## src/rtl/clarvi_alu_sequencer_pkg.sv

```systemverilog
// Shared types for the byte-serial ALU sequencer.
// Holds the instr bundle, ALU op enum, FSM state and part-order helper.
package clarvi_alu_sequencer_pkg;

  localparam int SEQ_XLEN   = 64;
  localparam int SEQ_PART_W = 3;
  localparam int SEQ_NPARTS = 8;

  typedef enum logic [3:0] {
    ALU_ADD,
    ALU_SUB,
    ALU_SL,
    ALU_SLT,
    ALU_SLTU,
    ALU_XOR,
    ALU_SRL,
    ALU_SRA,
    ALU_OR,
    ALU_AND
  } alu_op_t;

  typedef struct packed {
    alu_op_t     op;
    logic        is32_bit_op;
    logic        immediate_used;
    logic [2:0]  instr_part;
    logic [7:0]  immediate;
    logic [63:0] pc;
  } instr_t;

  typedef enum logic [1:0] {
    IDLE,
    RUN,
    DONE
  } alu_seq_state_t;

  function automatic logic is_shr(input alu_op_t op);
    return (op == ALU_SRL) || (op == ALU_SRA);
  endfunction

  function automatic logic is_shift(input alu_op_t op);
    return (op == ALU_SL) || is_shr(op);
  endfunction

  // Compares and right shifts need the high bytes first;
  // word right shifts start at the top of the low word.
  function automatic logic [2:0] part_order(
    input alu_op_t    op,
    input logic       is32,
    input logic [2:0] step
  );
    logic       rev;
    logic       hw;
    logic [2:0] p;
    rev = (op == ALU_SLT) || (op == ALU_SLTU) ||
          (is_shr(op) && !is32);
    hw  = is_shr(op) && is32;
    unique case (1'b1)
      rev:     p = ~step;
      hw:      p = {step[2], ~step[1:0]};
      default: p = step;
    endcase
    return p;
  endfunction

endpackage

```

## src/rtl/clarvi_alu_sequencer_part_order.sv

```systemverilog
// Combinational step-to-part mapper for byte-serial sequencing.
// Shared by the ALU sequencer and byte-serial memory paths.
module clarvi_part_order
  import clarvi_alu_sequencer_pkg::*;
(
  input  alu_op_t    i_op,
  input  logic       i_is32,
  input  logic [2:0] i_step,
  output logic [2:0] o_part
);

  assign o_part = part_order(i_op, i_is32, i_step);

endmodule

```

## src/rtl/clarvi_alu_sequencer.sv

```systemverilog
// Steps the 8-bit ALU through eight byte slices of a 64-bit op
// and reassembles the result for writeback.
module clarvi_alu_sequencer
  import clarvi_alu_sequencer_pkg::*;
#(
  parameter int XLEN   = 64,
  parameter int PART_W = 3
) (
  input  logic              clock,
  input  logic              reset,
  input  logic              in_valid,
  output logic              in_ready,
  input  instr_t            in_instr,
  input  logic [XLEN-1:0]   in_imm,
  input  logic [XLEN-1:0]   in_rs1,
  input  logic [XLEN-1:0]   in_rs2,
  input  logic [4:0]        in_rd,
  input  logic              stall_in,
  input  logic              flush,
  output instr_t            alu_instr,
  output logic [7:0]        alu_rs1,
  output logic [7:0]        alu_rs2,
  output logic              alu_stall,
  input  logic [7:0]        alu_result,
  output logic              out_valid,
  input  logic              out_ready,
  output logic [XLEN-1:0]   out_result,
  output logic [4:0]        out_rd
);

  alu_seq_state_t    r_state;
  logic [PART_W-1:0] r_step;
  instr_t            r_instr;
  logic [XLEN-1:0]   r_imm;
  logic [XLEN-1:0]   r_rs1;
  logic [XLEN-1:0]   r_rs2;
  logic [4:0]        r_rd;
  logic [XLEN-1:0]   r_result;

  logic [2:0]        w_part;
  logic [2:0]        w_bsel;
  logic              w_shift;

  clarvi_part_order u_order (
    .i_op   (r_instr.op),
    .i_is32 (r_instr.is32_bit_op),
    .i_step (r_step),
    .o_part (w_part)
  );

  // Shifts take their amount from byte 0 on every slice.
  assign w_shift = is_shift(r_instr.op);
  assign w_bsel  = w_shift ? 3'd0 : w_part;

  assign alu_rs1   = r_rs1[{w_part, 3'b000} +: 8];
  assign alu_rs2   = r_rs2[{w_bsel, 3'b000} +: 8];
  assign alu_stall = stall_in || (r_state != RUN);

  always_comb begin
    alu_instr            = r_instr;
    alu_instr.instr_part = w_part;
    alu_instr.immediate  = r_imm[{w_bsel, 3'b000} +: 8];
  end

  assign in_ready   = (r_state == IDLE) && !flush;
  assign out_valid  = (r_state == DONE);
  assign out_result = r_result;
  assign out_rd     = r_rd;

  always_ff @(posedge clock or negedge reset) begin
    if (!reset) begin
      r_state  <= IDLE;
      r_step   <= '0;
      r_instr  <= '0;
      r_imm    <= '0;
      r_rs1    <= '0;
      r_rs2    <= '0;
      r_rd     <= '0;
      r_result <= '0;
    end else if (flush) begin
      r_state <= IDLE;
      r_step  <= '0;
    end else begin
      unique case (r_state)
        IDLE: begin
          if (in_valid) begin
            r_instr  <= in_instr;
            r_imm    <= in_imm;
            r_rs1    <= in_rs1;
            r_rs2    <= in_rs2;
            r_rd     <= in_rd;
            r_result <= '0;
            r_step   <= '0;
            r_state  <= RUN;
          end
        end
        RUN: begin
          if (!stall_in) begin
            r_result[{w_part, 3'b000} +: 8] <= alu_result;
            r_step <= r_step + 1'b1;
            if (&r_step) r_state <= DONE;
          end
        end
        DONE: begin
          if (out_ready) r_state <= IDLE;
        end
        default: r_state <= IDLE;
      endcase
    end
  end

endmodule

```

## config.mk

```make
export PLATFORM = sky130hd
export DESIGN_NAME = clarvi_alu_sequencer
export DESIGN_NICKNAME = d
export VERILOG_FILES = /design/src/rtl/clarvi_alu_sequencer_pkg.sv /design/src/rtl/clarvi_alu_sequencer_part_order.sv /design/src/rtl/clarvi_alu_sequencer.sv
export SDC_FILE = /design/constraint.sdc
export NUM_CORES = 1
export LEC_CHECK = 0
export CORE_AREA = 2 2 180 182
export CTS_CLUSTER_SIZE = 10
export DETAILED_ROUTE_END_ITERATION = 10
export DIE_AREA = 0 0 182 184
export GPL_ROUTABILITY_DRIVEN = 0
export PLACE_DENSITY = 0.8
export SETUP_SLACK_MARGIN = 0.05
export SLEW_MARGIN = 20
export SYNTH_ARGS = -nofsm -noshare
export SYNTH_HDL_FRONTEND = slang
export SYNTH_SLANG_ARGS = --single-unit
```

## constraint.sdc

```tcl
create_clock -name clock -period 9 [get_ports clock]
set_clock_uncertainty 0.15 [all_clocks]
set_input_delay 0.9 -clock clock [delete_from_list [all_inputs] [get_ports clock]]
set_output_delay 0.9 -clock clock [all_outputs]
set_load 0.02 [all_outputs]
```

After elaboration in Yosys (flattened, before gate mapping)
Index checks and enable logic that the tools add are counted.
{"block": "classes", "n_addsub": 2, "multipliers": 0, "div": 0, "order_cmp": 0, "eq_ne": 14, "shifts": 5, "muxes": 16, "bitwise": 3, "n_reduce_logical": 18}
{"operator": "64-bit by 7-bit indexed part select with 8-bit output", "count": 3}
{"operator": "64-bit two-way mux", "count": 2}
{"operator": "64-bit case mux with 2 select lines", "count": 1}
{"operator": "64-bit bitwise mux", "count": 1}
{"operator": "8-bit by 8-bit variable shift with 64-bit output (first input constant)", "count": 1}
{"operator": "8-bit by 8-bit indexed part select with 64-bit output", "count": 1}
{"operator": "4-bit by 3-bit equality test with 1-bit output (second input constant)", "count": 3}
{"operator": "3-bit two-way mux", "count": 4}
{"operator": "3-bit case mux with 2 select lines", "count": 2}
{"operator": "2-bit two-way mux", "count": 5}
{"operator": "3-bit != test (second input constant)", "count": 3}
{"operator": "3-bit AND reduction", "count": 3}
{"operator": "4-bit by 2-bit equality test with 1-bit output (second input constant)", "count": 2}
{"operator": "6-bit negator with 8-bit output", "count": 1}
{"operator": "4-bit AND reduction", "count": 2}
{"operator": "2-bit case mux with 3 select lines", "count": 1}
{"operator": "1-bit logical OR", "count": 5}
{"operator": "2-bit != test (second input constant)", "count": 2}
{"operator": "3-bit by 1-bit adder with 3-bit output (second input constant)", "count": 1}
{"operator": "1-bit logical AND", "count": 3}
{"operator": "3-bit by 2-bit != test with 1-bit output (second input constant)", "count": 1}
{"operator": "3-bit inverter", "count": 1}
{"operator": "3-bit nonzero test", "count": 1}
{"operator": "2-bit by 1-bit equality test with 1-bit output (second input constant)", "count": 1}
{"operator": "other kinds (7)", "count": 8}
{"block": "word_totals", "regBits": 336, "latchBits": 0, "ram_bits": 0, "romBits": 0, "inputBits": 292, "out_inout_bits": 169, "elab_cells": 69, "mem_count": 0}

Logic depth before layout (Yosys ltp)
{"block": "depth", "word_depth": 10, "mapped_depth": 11, "ltp_nobuf": 10}

Modules after synthesis
A second synthesis with hierarchy kept.
{"block": "unflattened", "hier_cells": 1008, "hier_area_um2": 14503.9}
{"mod": "clarvi_alu_sequencer", "instances": 1, "cells_per_inst": 1001, "area_each_um2": 14445.1, "seq_area_each_um2": 8408.1}
{"mod": "clarvi_part_order", "instances": 1, "cells_per_inst": 7, "area_each_um2": 58.8, "seq_area_each_um2": 0.0}

Least setup slack after synthesis
Ideal clock, no wire load.
{"block": "synth_path", "path_kind": "register to output", "start": "register r_instr, in the netlist alu_instr[80]", "end": "output port alu_rs1[0]", "arrival_ns": 2.254, "t_required_ns": 7.950, "slack_ns": 5.696, "stages_incl_launch_ff": 7, "n_path_buf": 3, "path_cell_list": "dfrtp_1 -> buf_2 -> nor2_2 -> buf_4 -> buf_2 -> mux4_2 -> mux4_2"}
{"block": "synth_between", "elab_chain_cells": 6, "elab_cells_between_ends": 11, "cone_classes": "eq/ne (4); shift (1); mux (1); reduce/logical (5)"}
{"element": "start, declared", "line_no": "clarvi_alu_sequencer.sv:33", "source": "instr_t r_instr;"}
{"element": "start signal, assigned", "line_no": "clarvi_alu_sequencer.sv:87", "source": "r_instr <= in_instr;"}
{"element": "4-bit by 3-bit equality test with 1-bit output", "line_no": "clarvi_alu_sequencer_pkg.sv:38", "source": "return (op == ALU_SRL) || (op == ALU_SRA);"}
{"element": "1-bit logical OR", "line_no": "clarvi_alu_sequencer_pkg.sv:38"}
{"element": "1-bit logical AND", "line_no": "clarvi_alu_sequencer_pkg.sv:56", "source": "(is_shr(op) && !is32);"}
{"element": "1-bit logical OR", "line_no": "clarvi_alu_sequencer_pkg.sv:55", "source": "rev = (op == ALU_SLT) || (op == ALU_SLTU) ||"}
{"element": "3-bit case mux with 2 select lines *", "line_no": "clarvi_alu_sequencer_pkg.sv:58", "source": "unique case (1'b1)"}
{"element": "64-bit by 7-bit indexed part select with 8-bit output *", "line_no": "clarvi_alu_sequencer.sv:55", "source": "assign alu_rs1 = r_rs1[{w_part, 3'b000} +: 8];"}
{"element": "end, declared", "line_no": "clarvi_alu_sequencer.sv:21", "source": "output logic [7:0] alu_rs1,"}
Every way passes the cells marked *; elsewhere a longest branch is shown, timed or not.

Worst setup path in the final report
{"block": "layout_path", "start": "register r_step[0]", "end": "output port alu_rs2[5]"}
{"block": "layout_between", "elab_chain_cells": 4, "elab_cells_between_ends": 5, "cone_classes": "shift (1); mux (2); bitwise (2)"}
{"element": "start, declared", "line_no": "clarvi_alu_sequencer.sv:32", "source": "logic [PART_W-1:0] r_step;"}
{"element": "start signal, assigned", "line_no": "clarvi_alu_sequencer.sv:100", "source": "r_step <= r_step + 1'b1;"}
{"element": "2-bit inverter or 3-bit inverter (tied branches)", "line_no": "clarvi_alu_sequencer_pkg.sv:60, clarvi_alu_sequencer_pkg.sv:59"}
{"element": "3-bit case mux with 2 select lines *", "line_no": "clarvi_alu_sequencer_pkg.sv:58"}
{"element": "3-bit two-way mux *", "line_no": "clarvi_alu_sequencer.sv:53", "source": "assign w_bsel = w_shift ? 3'd0 : w_part;"}
{"element": "64-bit by 7-bit indexed part select with 8-bit output *", "line_no": "clarvi_alu_sequencer.sv:56", "source": "assign alu_rs2 = r_rs2[{w_bsel, 3'b000} +: 8];"}
{"element": "end, declared", "line_no": "clarvi_alu_sequencer.sv:22", "source": "output logic [7:0] alu_rs2,"}
Marks and branches as above.

==> results.md <==
- Buffer and inverter count on the worst path: 2
- CTS tree: yes
- DP HPWL: around 31,000 µm
- Slowest CP cell: dfrtp_1
- Switching share of total power: 30.2%
- Endpoints failing setup: 0
- Antenna viol nets, final: 0
- Row count: 65
- Ys Warns: 0
- CTS Buffer Depth: 3
- Most common cell after layout, fill and taps aside: clkdlybuf4s50_1
- Placed Instances: about 1.8k
- Top_reg_cell synth: dfrtp_1
- WS Path Type: flip-flop to output port
- Area growth syn-to-layout: 39.4%
- Seq cells post-synth: about 340
- Global-route wire length before repair: 67,200 µm
- Final non-filler cell total: 1,889
- Post-synthesis xor/xnor area fraction: less than 1%
- Power per cell area: 234 nW/µm²
- Largest delay share family, worst path: buffers and inverters
- Final Hold Viols: 0
- Worst-path maximum fanout: 59
- Distinct cells, synth: 56
- Routed length on met2: roughly 22,000 µm
- GR Util All Layers: about a quarter
- IO buf count: roughly 450
- Die Ht: approximately 180 µm
- Number of global-route vias before repair: between 10k and 15k
- FF-to-FF setup slack: 5300 ps
- Fraction of layout cells with a size suffix above 1: 26.4%
- Status: complete, no violations
- Startpoint type of the worst setup path: flip-flop
- Netlist Area Pre-Place: ~15,000 µm²
- Int Power: 3.42 mW
- CTS Sinks: 336
- Compound-Gate Fraction of Synth Area: under 10%
- Number of flops mapped to enable cells by yosys: 0
- Total CTS buffers: 40
- M1 wire length: about 17,000 µm
- Top routing layer in use: met5
- Initial antenna violation count: 13
- Synth Area in Simple Gates: 3.78%
- Arrival time of the worst setup path: 4110 ps
- Root buffer cell: clkbuf_16
- Async S/R FF share, synth: 100%
- Initial core utilization: 47.8%
- Clock transition at path regs: 50 ps
- Met3 Wirelength: ~3500 µm
- Post-Synth Adder-Cell Area: less than 1%
- R2R cell count: 6
- Main combinational cell family by area after synthesis: multiplexers
- Post-DR vias/cell: ~5.7
- Clk pwr share: 28.8%
- Largest net degree at the start of global routing: around 180
- Register area share after synthesis: a little under three fifths
- H-Tree Level Count: 2
- Drt total wl: about 44,000 µm
- Setup TNS: 0 ps
- Tmin final: 5160 ps
- Post-CTS Resized: 0
- Postcts setup bufs: 0
- Post-Syn Nets: 1,333
- Commonest cells after routing, fill and taps aside: 448 x clkdlybuf4s50_1, 335 x dfrtp_1, 266 x mux2_2
- Post-CTS Hold Fix Bufs: 0
- Slowest stage delay, CP: ~980 ps
- DRT iter0 DRCs: 626
- Slew margin rel.: between 20% and 30%
- Worst-margin pin slew: 1180 ps
- HP Class: input pin to async pin
- Total I/O pin count: about 460
- GRT overflow: 0
- Share of the clock period used by the worst path: between 50% and 60%
- Die Width: 182 µm
- Worst VDD drop: between 0.00015 and 0.0002 V
- Final nets: about 1.8k
- Unrepaired setup endpoints after global routing: false
- DRC Markers: 0
- Max-Cap Viols: 0
- Worst reg2reg startpoint: r_state[0]
- Max Fclk: just under 0.2 GHz
- Routed len/inst: about 23 µm
- Final Max Tran Viols: 0
- Logic pwr share: a little under a third
- Worst skew pair latency: 510 ps
- Crit end category: output port
- Mux cell area share after synthesis: ~27%
- Worst reg2reg endpoint: r_rs2[28]
- Avg Synthesized Cell Area: between 10 and 15 µm²
- Core Box Area: ~31,000 µm²
- Crit path required time: about 8000 ps
- Cells along the critical path: nor2b_1 -> a22oi_1 -> o311a_2 -> buf_4 -> mux2i_1 -> o2111ai_1 -> clkdlybuf4s50_1
- Reg power frac: 40.7%
- First-pass DRT Iterations: 5
- Die ar.: 33,500 µm²
- Psw: between 1 and 1.5 mW
- # fillers: 2,265
- Leak: 8.49 nW
- Vias: roughly 11k
- Synthesized instance count: 1,038
cell usage after synthesis (3+ instances only):
cell | number | share of area, %
a21o_1 | 16 | 0.80
a21oi_1 | 6 | 0.20
a22o_1 | 37 | 2.2
a22oi_1 | 4 | 0.20
and2_1 | 8 | 0.33
and3_1 | 3 | 0.13
buf_2 | 45 | 1.5
buf_4 | 6 | 0.30
clkbuf_1 | 18 | 0.45
dfrtp_1 | 336 | 56
ha_1 | 3 | 0.25
inv_1 | 15 | 0.38
mux2_2 | 266 | 20
mux2i_1 | 19 | 1.3
mux4_2 | 40 | 6.0
nand2_1 | 59 | 1.5
nand2b_1 | 3 | 0.13
nand3_1 | 4 | 0.13
nor2_1 | 11 | 0.28
nor2b_1 | 7 | 0.29
nor3_1 | 3 | 0.10
o2111ai_1 | 16 | 0.93
o21ai_0 | 12 | 0.40
o21ai_2 | 3 | 0.18
o221ai_1 | 32 | 1.9
o22ai_1 | 9 | 0.38
o2bb2ai_1 | 18 | 1.1
how the worst max path moves through the flow:
stage	cells past startpoint	end	start	slack, ps
after global routing	7	alu_instr[64]	r_step[0]	3640
final	7	alu_rs2[5]	r_step[0]	3840
after detailed placement	5	alu_rs1[1]	alu_instr[78]	4300
after floorplan	6	alu_rs1[0]	alu_instr[80]	5700
after CTS	5	alu_rs1[1]	alu_instr[78]	3720
after global placement	5	alu_rs1[1]	alu_instr[78]	4380
worst reg2reg max path, delay by kind of cell, from the launching register on:
family | cells | cell delay, ps
flops | 1 | 450
mux | 2 | 820
simple gates | 2 | 720
buf+inv | 2 | 1440
routing by layer:
metal / vias up / global-route usage [%]
li1: 4752 / -
met4: 4 / 12.2
met2: 433 / 42.5
met3: 118 / 7.33
met5: - / 0
met1: 5549 / 32.6
cell type report:
type	count	area, µm²	share of cell area, %
Antenna cell	11	27.5	0.132
Clock buffer	47	1080	5.16
Clock inverter	1	7.51	0.0359
Inverter	17	63.8	0.305
Multi-Input combinational cell	614	6200	29.6
Sequential cell	336	8410	40.2
Tap cell	402	503	2.41
Timing Repair Buffer	461	4630	22.1
state kept, by name, summed over array words and instances (netlist names):
signal	count
out_result	64
r_step	3
r_rs1	64
alu_instr	70
r_imm	64
out_rd	5
r_state	2
r_rs2	64
power by group through the flow:
stage	registers [mW]	clock network [mW]	logic, mW
final	1.99	1.41	1.49
after global routing	2.03	1.50	1.58
after floorplan	2.06	0	0.756
after detailed placement	2.01	0	1.48
after global placement	1.99	0	1.46
after CTS	1.99	1.44	1.49
cells by family after synthesis:
kind of cell    after synthesis
simple gates                112
compound gates              172
xor+xnor                      2
flops                       336
fa+ha+maj                     3
buf+inv                      88
mux                         325
through the flow:
stage / hold slack (ps) / setup slack, ps / instance area, µm² / utilization (%) / total power, mW
CTS: 313 / 3720 / 20900 / 66.4 / 4.92
global placement: 312 / 4380 / 19800 / 63.0 / 3.45
finish: 283 / 3840 / 20900 / 66.6 / 4.90
floorplan: 330 / 5700 / 15000 / - / 2.81
detailed placement: 329 / 4300 / 19800 / 63.0 / 3.49
global route: 331 / 3640 / 20900 / 66.6 / 5.11
No activity file was read; power rests on OpenSTA's default activity.
